[config.mk]
export PLATFORM = sky130hd
export DESIGN_NAME = pc_sequencer
export DESIGN_NICKNAME = d
export VERILOG_FILES = /design/src/rtl/if_pkg.sv /design/src/rtl/pc_next_mux.sv /design/src/rtl/pc_sequencer.sv
export SDC_FILE = /design/constraint.sdc
export NUM_CORES = 1
export LEC_CHECK = 0
export BUFFER_PORTS_ARGS = -buffer_cell sky130_fd_sc_hd__buf_2
export CAP_MARGIN = 5
export CORE_ASPECT_RATIO = 1.1
export CORE_MARGIN = 10
export CORE_UTILIZATION = 30
export DETAILED_ROUTE_END_ITERATION = 10
export PLACE_DENSITY = 0.7
export SETUP_SLACK_MARGIN = 0.5
export SLEW_MARGIN = 20
export SYNTH_ARGS = -nofsm -noshare
export SYNTH_HDL_FRONTEND = slang
export SYNTH_SLANG_ARGS = --single-unit
[constraint.sdc]
create_clock -name i_clk -period 1.85 [get_ports i_clk]
set_input_delay 0 -clock i_clk [delete_from_list [all_inputs] [get_ports i_clk]]
set_output_delay 0 -clock i_clk [all_outputs]
set_load 0.01 [all_outputs]
[src/rtl/if_pkg.sv]
// Shared IF-stage definitions: run-control state encoding and PC defaults.
package if_pkg;

  localparam int unsigned SIZE_ADDR_PC = 32;
  localparam int unsigned PC_STEP      = 4;

  // Encoding is visible on o_state, so the values are fixed.
  typedef enum logic [1:0] {
    ST_IDLE = 2'b00,
    ST_RUN  = 2'b01,
    ST_STEP = 2'b10,
    ST_HALT = 2'b11
  } state_e;

endpackage

[src/rtl/pc_next_mux.sv]
// Next-PC select: branch target over jump target over sequential PC + step.
module pc_next_mux
  import if_pkg::*;
#(
  parameter int unsigned W    = SIZE_ADDR_PC,
  parameter int unsigned Step = PC_STEP
) (
  input  logic [W-1:0] i_pc,
  input  logic         i_jump,
  input  logic [W-1:0] i_jump_addr,
  input  logic         i_branch,
  input  logic [W-1:0] i_branch_addr,
  output logic [W-1:0] o_next_pc
);

  localparam logic [W-1:0] StepVec = W'(Step);

  logic [W-1:0] seq_pc;

  // Sequential address wraps modulo 2^W.
  always_comb begin
    seq_pc = i_pc + StepVec;
    if (i_branch) begin
      o_next_pc = i_branch_addr;
    end else if (i_jump) begin
      o_next_pc = i_jump_addr;
    end else begin
      o_next_pc = seq_pc;
    end
  end

endmodule

[src/rtl/pc_sequencer.sv]
// IF-stage run control and next-PC generation.
// Optional executed-cycle counter enabled by defining PCSEQ_CYCLE_CNT_EN;
// without it o_cycle_cnt is tied to zero and no counter is built.
module pc_sequencer
  import if_pkg::*;
#(
  parameter int unsigned SIZE_ADDR_PC = if_pkg::SIZE_ADDR_PC,
  parameter int unsigned PC_STEP      = if_pkg::PC_STEP,
  parameter int unsigned CNT_W        = 32
) (
  input  logic                    i_clk,
  input  logic                    i_reset,
  input  logic                    i_run_cont,
  input  logic                    i_run_step,
  input  logic [SIZE_ADDR_PC-1:0] i_pc,
  input  logic                    i_stall,
  input  logic                    i_jump,
  input  logic [SIZE_ADDR_PC-1:0] i_jump_addr,
  input  logic                    i_branch,
  input  logic [SIZE_ADDR_PC-1:0] i_branch_addr,
  input  logic                    i_halt_fetched,
  output logic [SIZE_ADDR_PC-1:0] o_next_pc,
  output logic                    o_pc_enable,
  output logic                    o_flush_ifid,
  output logic [1:0]              o_state,
  output logic                    o_halted,
  output logic [CNT_W-1:0]        o_cycle_cnt
);

  state_e state_q, state_d;
  logic   halted_q;
  logic   active;
  logic   halt_now;

  pc_next_mux #(
    .W    (SIZE_ADDR_PC),
    .Step (PC_STEP)
  ) u_pc_next_mux (
    .i_pc          (i_pc),
    .i_jump        (i_jump),
    .i_jump_addr   (i_jump_addr),
    .i_branch      (i_branch),
    .i_branch_addr (i_branch_addr),
    .o_next_pc     (o_next_pc)
  );

  // Enable/flush decode; a HALT only takes effect when no redirect squashes it.
  always_comb begin
    active       = (state_q == ST_RUN) || (state_q == ST_STEP);
    halt_now     = active & i_halt_fetched & ~i_branch & ~i_jump;
    o_pc_enable  = active & (~i_stall | i_branch) & ~halt_now;
    o_flush_ifid = active & (i_branch | (i_jump & ~i_stall));
  end

  // Next-state: run pulses only honoured in IDLE, continuous run wins over step.
  always_comb begin
    state_d = state_q;
    unique case (state_q)
      ST_IDLE: begin
        if (i_run_cont) begin
          state_d = ST_RUN;
        end else if (i_run_step) begin
          state_d = ST_STEP;
        end
      end
      ST_RUN: begin
        if (halt_now) state_d = ST_HALT;
      end
      ST_STEP: begin
        if (halt_now) begin
          state_d = ST_HALT;
        end else if (o_pc_enable) begin
          state_d = ST_IDLE;
        end
      end
      ST_HALT: state_d = ST_HALT;
      default: state_d = ST_IDLE;
    endcase
  end

  // Run-control state and registered halted flag.
  always_ff @(posedge i_clk or negedge i_reset) begin
    if (!i_reset) begin
      state_q  <= ST_IDLE;
      halted_q <= 1'b0;
    end else begin
      state_q  <= state_d;
      halted_q <= (state_d == ST_HALT);
    end
  end

  assign o_state  = state_q;
  assign o_halted = halted_q;

`ifdef PCSEQ_CYCLE_CNT_EN
  logic [CNT_W-1:0] cnt_q;

  // Count edges spent in RUN/STEP, saturating at all-ones.
  always_ff @(posedge i_clk or negedge i_reset) begin
    if (!i_reset) begin
      cnt_q <= '0;
    end else if (active && (cnt_q != '1)) begin
      cnt_q <= cnt_q + {{(CNT_W-1){1'b0}}, 1'b1};
    end
  end

  assign o_cycle_cnt = cnt_q;
`else
  assign o_cycle_cnt = '0;
`endif

endmodule

==> impl.org, run 1 <==
** Outcome
- Outcome :: completed

** Drt
- Detailed routing inserted a total of 2270 vias.
- After detailed routing, the average wire length per cell comes to 16.7 µm.
- After detailed routing, the total wire length is 7800 µm.
- DRC violations left :: 0
- Using the TritonRoute via totals, the vias-per-cell ratio works out to 4.86.
- DRC violation total after the first TritonRoute iteration :: 90
- Post-DRT Antenna Nets :: 0
- The pre-antenna-repair detailed-routing pass consisted of 4 iterations.

** Yosys
- Of the total synthesized cell area, the portion taken by full adders, half adders and majority gates is 0.0388.
- Synthesized-area fraction occupied by ao, oa, aoi and oai cells :: 0.252
- For this run, asynchronously set or reset flops after synthesis account for 1.00.
- After synthesis the cells add up to 1610 µm².
- Dominant combinational cell family by area after synthesis :: simple AND/OR/NAND/NOR gates
- After technology mapping, the gate count stands at 243.
- Xor/xnor share of the synthesized area :: 0.130
- Measured against the total synthesized area, the mux share comes to 0.0458.
- The synthesized design contains 0 enable-type register cells.
- Dividing the synthesized area by the synthesized cell count gives 6.64 µm².
- Number of distinct library cells after synthesis :: 40
- The synthesized design contains 3 register bits.
- The share of the Yosys chip area taken by registers is 0.0465.
- Post-Synth Simple-Gate Area :: 0.293
- Leading register cell type out of synthesis :: dfrtp_1
- Syn. warnings :: 0

** Layout
- The area growth from synthesis to layout is 65.6%.
- In the final layout, the share of cells above drive strength 1 is 0.501.
- Number of inserted diodes :: 0
- Count of nets after finishing :: 505
- The layout has 523 filler cells.

** STA
- Achievable frequency :: 0.663 GHz
- Min Clock Period, post-route :: 1510 ps
- Transition time at the pin with the least slew margin :: 588 ps
- The max-slew violation count is 0.
- Summed over all failing endpoints, the final setup total negative slack is 0 ps.
- For the final database, setup skew stands at 2.25 ps.
- Min Hold Slack :: 93.3 ps
- Setup violation total in the final timing report :: 0
- In the finished design, the share of the clock period the worst path needs comes to 0.815.
- The number of failing hold endpoints at the final stage came to 0.
- Headroom to the max-slew limit :: 0.607
- Unrepaired setup endpoints after global routing :: yes

** Die
- FP Rows :: 27
- Total die area :: 8710 µm²
- Starting Density :: 0.316
- Measured along the x axis, the die boundary spans 89.9 µm.
- During I/O placement, the number of pins put on the boundary was 173.
- In this run the vertical extent of the chip is 96.9 µm.
- Area of the core region :: 5100 µm²

** Global route
- Across every metal layer, demand over resource in global routing totals 0.162.
- The number of global-route vias before repair was 2407.
- The first global-routing pass estimated 11900 µm of wire.
- Antenna violations before repair :: 0
- Entering global routing, the biggest net connects 34 pins.
- After global routing the overflow that remains totals 0.

** Pwr
- Summed over all cells, the static leakage comes to 1.33 nW.
- IR analysis of the VDD net gives a maximum drop of 300 µV.
- Pwr per Cell Area :: 525 nW/µm²

** Clock tree
- H-tree depth reported by CTS :: 1
- Clock latency on the worst-skew pair, taken at its later pin, is 220 ps.
- Register clock-pin slew on the reported worst setup and hold paths :: 30 ps
- CTS tree :: yes
- Clk root buf :: clkbuf_8
- Number of buffers between clock root and the deepest sink :: 2
- Buffers inserted during clock tree synthesis total 3.
- Num Clock Sinks :: 3

** Critical path
- Of all nets on the critical path, the largest fanout is 4.
- In this run the critical register-to-register path is launched from o_state[0].
- The worst setup path is launched from a flip-flop.
- Arrival time worst endpoint :: 1600 ps
- Start-to-end type of the worst setup path :: reg2reg
- STA classifies the critical path endpoint as a flip-flop.
- At the worst endpoint, the required time is 1940 ps.
- Critical path startpoint :: o_state[0]

** Placement
- Detailed placement ended at an HPWL of 6320 µm.
- Routability-driven placement finished with a final weighted congestion of 0.836.
- Buffers added on ports :: 140

** Flow run
- Across the run, the number of max-cap violations was 0.

** Hold path
- In this run the most critical hold path is launched from i_run_step.
- The tightest min-delay check is of the in2reg type.
==> per-stage QoR <==
| step | total power, mW | std cells | instance area [µm²] | setup slack (ps) | utilization |
|---|---|---|---|---|---|
| after global placement | 0.919 | 449 | 2290 | 316 | 0.450 |
| final | 1.40 | 467 | 2670 | 343 | 0.523 |
| after global routing | 1.53 | 467 | 2670 | 296 | 0.523 |
| after floorplan | 0.637 | 274 | 1740 | 400 | - |
| after CTS | 1.29 | 461 | 2530 | 354 | 0.495 |
| after detailed placement | 0.949 | 449 | 2290 | 246 | 0.450 |
==> final cells by class <==
type / instances / area [µm²] / area share
Tap cell: 72 / 90.1 / 0.0337
Multi-Input combinational cell: 221 / 1520 / 0.568
Timing Repair Buffer: 161 / 918 / 0.344
Clock buffer: 4 / 45.0 / 0.0169
Inverter: 6 / 22.5 / 0.00843
Sequential cell: 3 / 77.6 / 0.0291
==> cells in the final DEF, fill, tap and decap left out, types with 4 or more instances in the layout <==
cell type	n
buf_6	8
mux2i_1	4
o22ai_1	7
buf_4	18
a21oi_1	14
o21ai_1	8
inv_1	4
conb_1	32
nand2_1	20
xnor2_1	8
nand4_1	9
buf_2	132
ha_4	4
a22oi_1	13
o21ai_0	16
xor2_1	15
nand3_1	9
nor2_1	12
and3_1	7
==> critical path, cell delays in order (launching register included) <==
cell and delay, ps:
dfrtp_2 440, ha_4 180, or3_4 380, a31oi_1 160, o21ai_1 70, nand2_1 80
nor3_1 60
==> synthesized netlist by cell type (all sizes together), types with 3 or more instances <==
cell,number,area (µm²)
buf,33,244
o21ai,24,120
nand2,21,78.8
a21oi,16,80.1
nor2,16,60.1
xor2,15,131
a22oi,13,97.6
nand3,13,65.1
clkbuf,11,41.3
nand4,11,90.1
xnor2,9,78.8
and3,7,43.8
o22ai,7,43.8
inv,6,22.5
ha,5,62.6
and4,4,36.3
mux2i,4,40.0
and2,3,18.8
dfrtp,3,75.1
mux2,3,33.8
nor3,3,20.0
==> path summary, 6_finish.rpt <==
check / slack (ps) / endpoint / cells after the start
worst max-delay path: 340 / o_halted / 6
worst min-delay path: 90 / o_state[0] / 4
worst max register to register: 340 / o_halted / 6
worst min register to register: 790 / o_state[1] / 3
max in group asynchronous: 1610 / o_state[1] / 2
min in group asynchronous: 110 / o_halted / 2
==> where the power goes <==
group | switching [mW] | internal, mW | total, mW
clock network | 0.0474 | 0.147 | 0.195
logic | 0.553 | 0.507 | 1.06
registers | 0.0434 | 0.104 | 0.147
==> flip-flops by register name, indices dropped and copies added, names as in the netlist <==
signal and cells:
o_state 2, o_halted 1
==> cells by family (layout without fill, tap and decap cells) <==
kind of cell             Yosys count  after routing
flip-flops                         3              3
other                              1             32
AO/OA/AOI/OAI                     68             68
AND/OR/NAND/NOR                   85             85
multiplexers                       7              7
buffers and inverters             50            171
XOR/XNOR                          24             24
adder cells (fa/ha/maj)            5              5
==> repair_timing <==
item	4_1_cts	5_1_grt
pin swaps	8	12
setup endpoints to repair	21	26
hold buffers	1	0
hold endpoints to repair	3	0
cloned	1	0
setup buffers	6	6
gates resized for setup	28	25
==> per-layer routing <==
metal,routed length (µm),global-route usage
met5,0,0
met4,132,0.0328
met3,723,0.0594
met2,3990,0.300
met1,2950,0.170
Note: power is estimated with default switching activity, not from simulation.
==> run 2, diff against run 1 <==
clock period = 1.5 ns   (was 1.85 ns; I/O delays follow)
==> run 2 against run 1 <==
Net effect:
- the run now ends with setup timing left
- critical path depth did not move
- sequential power rose by 8%
- hold slack improved by 25 ps
- utilization rose by 9.0 points
- clock skew fell by 0.85 ps
- combinational power rose by 52%
- setup slack got worse by 350 ps
- via count rose by 4.8%
- sequential share of layout area fell by 0.47 points
- die area did not move
- global-route usage rose by 0.91 points
- wire length rose by 8.8%
- largest power group unchanged
==> impl.org, run 2 (synthesis results as in run 1) <==
** Layout
- Leading cell type in the layout, fill and taps excluded :: buf_2
- Count of nets after finishing :: 526
- Filler cells :: 459
- The area growth from synthesis to layout is 94.1%.
- Fraction of layout instances using a drive strength above 1 :: 0.594
- The top cell types in the final layout, fill and taps aside, are buf_2 (125), conb_1 (32), buf_4 (26), buf_6 (19), nand2_1 (17).
- At the end of the flow the core is filled with cells to 0.614.
- The register with the most flip-flops in the layout has 2 of them.
- Number of inserted diodes :: 0

** Critical path
- STA classifies the critical path endpoint as a flip-flop.
- Origin of the critical flop-to-flop path :: o_state[0]
- End of the worst register-to-register path :: o_halted
- Largest fanout of any net on the critical path :: 4
- At the worst endpoint, the required time is 1590 ps.
- Setup slack of the worst register-to-register path :: -3 ps
- For the worst flop-to-flop path, the logic depth is 6.
- Start-to-end type of the worst setup path :: reg2reg
- Arrival time worst endpoint :: 1590 ps
- Critical path startpoint category :: flip-flop

** Global route
- Across every metal layer, demand over resource in global routing totals 0.171.
- The number of global-route vias before repair was 2564.
- Entering global routing, the biggest net connects 24 pins.
- Antenna violations before repair :: 0
- The first global-routing pass estimated 12600 µm of wire.
- Total congestion overflow :: 0

** STA
- Achievable frequency :: 0.665 GHz
- Clock skew on the completed layout was measured at 1.40 ps.
- Post-route worst setup slack :: -2.85 ps
- The smallest clock period supported by the final layout is computed as 1500 ps.
- Final hold violations :: 0
- Final-report max-slew violation count :: 0
- Final critical-path share of the clock period :: 1.00
- Setup violation total in the final timing report :: 1
- Unrepaired setup endpoints after global routing :: yes
- Min Hold Slack :: 118 ps

** Pwr
- Design internal power :: 1.12 mW
- VDD IR max :: 423 µV
- For this design the total switching power over the nets is 0.884 mW.
- Of the total power, the share spent switching nets is 0.440.
- Clock network fraction of total power :: 0.118
- Sequential power share :: 0.079
- PnR Total Power :: 2.01 mW
- Of the total power, combinational logic draws 0.803.
- In this run the static leakage power is 1.55 nW.
- For this design the ratio of total power to cell area is 641 nW/µm².

** Drt
- Drt wl/cell :: 17.4 µm
- Pre-Repair DR Iteration Count :: 4
- Detailed Route WL :: 8480 µm
- DRC violations left :: 0
- DRC violation total after the first TritonRoute iteration :: 66
- Once detail routing completed, the nets flagged for antenna violations numbered 0.
- Dividing the detail-routed via count by the number of cells gives 4.88.
- Detailed routing inserted a total of 2380 vias.

** Placement
- Final HPWL DP :: 6350 µm
- At the end of routability-driven placement, the weighted congestion stood at 0.845.
- Input and output buffers added on the ports amount to 140.

** Clock tree
- Number of buffers between clock root and the deepest sink :: 2
- Register clock-pin slew on the reported worst setup and hold paths :: 30 ps
- Clk root buf :: clkbuf_8
- TritonCTS built the clock tree.
- In this run the number of H-tree levels came out at 1.
- Total CTS buffers :: 3
- Skew-Pair Late Insertion Delay :: 220 ps
- Clock tree synthesis found a total of 3 sinks.

** Die
- From bottom edge to top edge, the die measures 96.9 µm.
- In this run the core area contains 27 standard-cell rows.
- The floorplan step defined a core boundary enclosing 5100 µm².
- Total die area :: 8710 µm²
- Starting Density :: 0.316
- The die is 89.9 µm wide.
- I/O pin count :: 173

** Outcome
- The checks that failed: setup timing.
- Outcome :: finished, violations left

** Hold path
- For hold timing, the worst endpoint is o_halted.
- The worst hold path was traced through 4 stages.
- Path class of the lowest-slack min-delay path :: in2reg
- Worst hold start :: i_run_step

** Flow run
- Maxcap violations :: 0
-- run 2: area by class of cell --
type,instances,area [µm²],area share
Multi-Input combinational cell,221,1670,0.534
Clock buffer,4,45.0,0.0144
Timing Repair Buffer,182,1220,0.390
Inverter,6,26.3,0.00839
Sequential cell,3,76.3,0.0244
Tap cell,72,90.1,0.0288
-- run 2: power groups by stage --
stage / logic, mW / registers (mW) / clock network [mW]
final: 1.61 / 0.159 / 0.237
after global routing: 1.72 / 0.164 / 0.251
after CTS: 1.21 / 0.158 / 0.239
after detailed placement: 1.04 / 0.163 / 0
after global placement: 1.01 / 0.159 / 0
after floorplan: 0.626 / 0.179 / 0
-- run 2: timing repair --
item / 4_1_cts / 5_1_grt
gates cloned: 1 / 0
hold buffers: 1 / 0
setup endpoints to repair: 32 / 37
pin swaps: 31 / 31
resized for setup: 84 / 28
setup buffers: 16 / 13
endpoints found under the hold margin: 3 / 0
-- run 2: layer usage --
| metal | vias up | GRT usage | routed length, µm |
|---|---|---|---|
| met5 | - | 0 | 0 |
| met4 | 0 | 0.0255 | 76 |
| met3 | 8 | 0.0555 | 645 |
| met2 | 112 | 0.324 | 4440 |
| met1 | 1095 | 0.180 | 3320 |
| li1 | 1165 | - | - |
-- run 2: through the flow --
step	area, µm²	instances	worst slack, ps	TNS, ps
finish	3130	488	-2.85	-2.85
global route	3130	488	-41.5	-82.3
CTS	2890	475	21.1	0
detailed placement	2400	453	-37.1	-65.8
global placement	2400	453	-7.68	-7.68
floorplan	1810	274	49.8	0
-- run 2: critical path, cell delays in order, from the launching register on --
cell and delay [ps]:
dfrtp_1 410, ha_2 200, or3_4 410, a31oi_2 150, o21ai_1 70, nand2_1 90, nor3_1 50
-- run 2: worst max-delay path by stage --
stage                           from  slack [ps]          to
after floorplan           o_state[1]          50    o_halted
after global placement    o_state[1]          -8    o_halted
after detailed placement  o_state[1]         -40    o_halted
after CTS                 o_state[0]          20    o_halted
after global routing      o_state[0]         -40  o_state[0]
final                     o_state[0]          -3    o_halted
==> run 3, diff against run 2 <==
SETUP_SLACK_MARGIN = not set   (was 0.5)
==> run 3 against run 2 <==
Net effect:
- count of clock-buffer cells in the layout is the same
- hold slack lost 20 ps
- the run still ends with setup timing left
- critical path depth grew 1
==> impl.org, run 3 (synthesis results as in run 1) <==
** Outcome
- Outcome :: finished, violations left
- Failing checks :: setup timing

** Pwr
- VDD IR max :: 476 µV
- Dividing total power by cell area gives a power density of 663 nW/µm².
- For this design the static power due to leakage is 1.29 nW.

** Drt
- In the routed layout, each cell is associated on average with a via count of 4.82.
- For this run, design rule violations remaining after detail routing come to 0.
- The detail route stage leaves a number of antenna-violating nets equal to 0.
- For this block, the routed nets add up to 7400 µm of wire.
- Total number of vias :: 2249
- DRC violation total after the first TritonRoute iteration :: 88
- For this run, the detailed router's first-pass iteration total came to 4.
- Dividing the detail-routed wire length by the instance count gives 15.9 µm.

** Die
- During I/O placement, the number of pins put on the boundary was 173.
- In this run the standard cell core region covers 5100 µm².
- The die is 96.9 µm tall.
- FP Rows :: 27
- Total die area :: 8710 µm²
- Starting Density :: 0.316
- Measured along the x axis, the die boundary spans 89.9 µm.

** STA
- In the finished design, the share of the clock period the worst path needs comes to 1.03.
- Final hold analysis gives a worst-case slack of 97.9 ps.
- Final hold violations :: 0
- Subtracting the final worst setup slack from the clock period gives 1550 ps.
- On the final layout, the worst clock skew is 0.870 ps.
- Achievable frequency :: 0.646 GHz
- Setup repair after global routing could not meet its margin everywhere.
- The max-slew violation count was 0.
- Setup violations remaining at the end of the flow were counted as 2.
- Post-route worst setup slack :: -48.7 ps

** Global route
- First-pass GRT wire length :: 11500 µm
- Maximum number of pins on one net before global-route repair :: 19
- For this run, the total global-route usage over all layers was measured as 0.155.
- Vias in the first global route :: 2360
- The number of antenna violations at the first check in global routing is 0.
- Total congestion overflow :: 0

** Layout
- For this run, the post-layout net count is 505.
- Fraction of layout instances using a drive strength above 1 :: 0.463
- The register with the most flip-flops in the layout has 2 of them.
- Compared with the post-synthesis result, the final layout area differs by 54.4%.
- Leading cell type in the layout, fill and taps excluded :: buf_2
- In the layout the commonest cells are buf_2 (140), conb_1 (32), nand2_1 (21), o21ai_0 (19), buf_4 (19).
- Number of inserted diodes :: 0
- Core occupancy in the finished layout :: 0.488

** Clock tree
- CTS built an H-tree with a depth of 1.
- In this run the clock root is driven by a clkbuf_8.
- Number of buffers between clock root and the deepest sink :: 2
- CTS tree :: yes
- Total CTS buffers :: 3
- Register clock-pin slew on the reported worst setup and hold paths :: 30 ps
- The clock drives 3 sinks.
- The later pin in the worst-skew pair is clocked with a latency of 220 ps.

** Critical path
- STA puts the critical path data arrival time at 1640 ps.
- Start-to-end type of the worst setup path :: reg2reg
- STA classifies the critical path startpoint as a flip-flop.
- The slowest stage of the critical path is the dfrtp_1 cell.
- Critical path startpoint :: o_state[1]
- The worst setup path is captured at a flip-flop.
- Largest fanout of any net on the critical path :: 3
- Delay contributed by the slowest stage of the critical path :: 390 ps
- Measured in cells, the most critical reg-to-reg path has a length of 7.
- The critical path goes through inv_2, ha_2, or3_4, a31oi_1, o21ai_1, nand2_1, nor3_1.
- STA puts the critical path data required time at 1590 ps.
- The worst register-to-register path begins at o_state[1].

** Placement
- The congestion estimate from routability-driven global placement came to 0.780.
- Final HPWL DP :: 6340 µm
- Buffers added on ports :: 140

** Hold path
- The min-delay analysis places its worst path in the category in2async.

** Flow run
- Across the run, the number of max-cap violations was 0.
[run 3: final timing paths]
kind                                    to  slack, ps
worst min-delay path              o_halted        100
worst max register to register    o_halted        -50
worst max-delay path              o_halted        -50
worst min register to register  o_state[1]        830
min in group i_clk              o_state[1]        140
max in group asynchronous       o_state[0]       1300
[run 3: per-stage QoR]
step           cells  total power, mW  TNS, ps  area, µm²  setup slack (ps)
2_1_floorplan    274            0.769        0       1730              7.01
3_3_place_gp     457             1.16        0       2350              11.6
3_5_place_dp     457             1.18     -165       2350             -78.4
4_1_cts          467             1.62    -17.8       2470             -11.3
5_1_grt          467             1.78     -248       2490             -91.4
6_report         467             1.65    -86.6       2490             -48.7
[run 3: area by class of cell]
type | count | area, µm²
timing repair buffer | 161 | 865
sequential | 3 | 75.1
fill | 509 | 2610
inverter | 6 | 22.5
multi-input combinational | 221 | 1390
tap | 72 | 90.1
clock buffer | 4 | 45.0
[run 3: repair_timing]
item | in CTS | in global routing
buffers inserted | 5 | 0
hold buffers | 1 | 0
endpoints found under the setup margin | 3 | 14
pin swaps | 7 | 5
hold endpoints to repair | 3 | 0
gates resized for setup | 7 | 6
[run 3: critical path: cells and delay by family (launching register included)]
family | cells | cell delay [ps]
simple gates | 3 | 540
flops | 1 | 390
compound gates | 2 | 230
fa+ha+maj | 1 | 180
buf+inv | 1 | 80
[run 3: metal layers]
| metal | GRT usage | routed length, µm | vias up | share of wire |
|---|---|---|---|---|
| met5 | 0 | 0 | - | 0 |
| met2 | 0.288 | 3740 | 118 | 0.50 |
| met4 | 0.0268 | 79 | 0 | 0.011 |
| met1 | 0.176 | 3090 | 1005 | 0.42 |
| li1 | - | - | 1118 | - |
| met3 | 0.0339 | 490 | 8 | 0.066 |
[run 3: power by group]
group	internal, mW	leakage [nW]	total, mW	switching, mW
sequential	0.122	0.0374	0.159	0.0370
clock	0.182	0.0228	0.241	0.0591
combinational	0.601	1.23	1.25	0.650
total	0.905	1.29	1.65	0.747
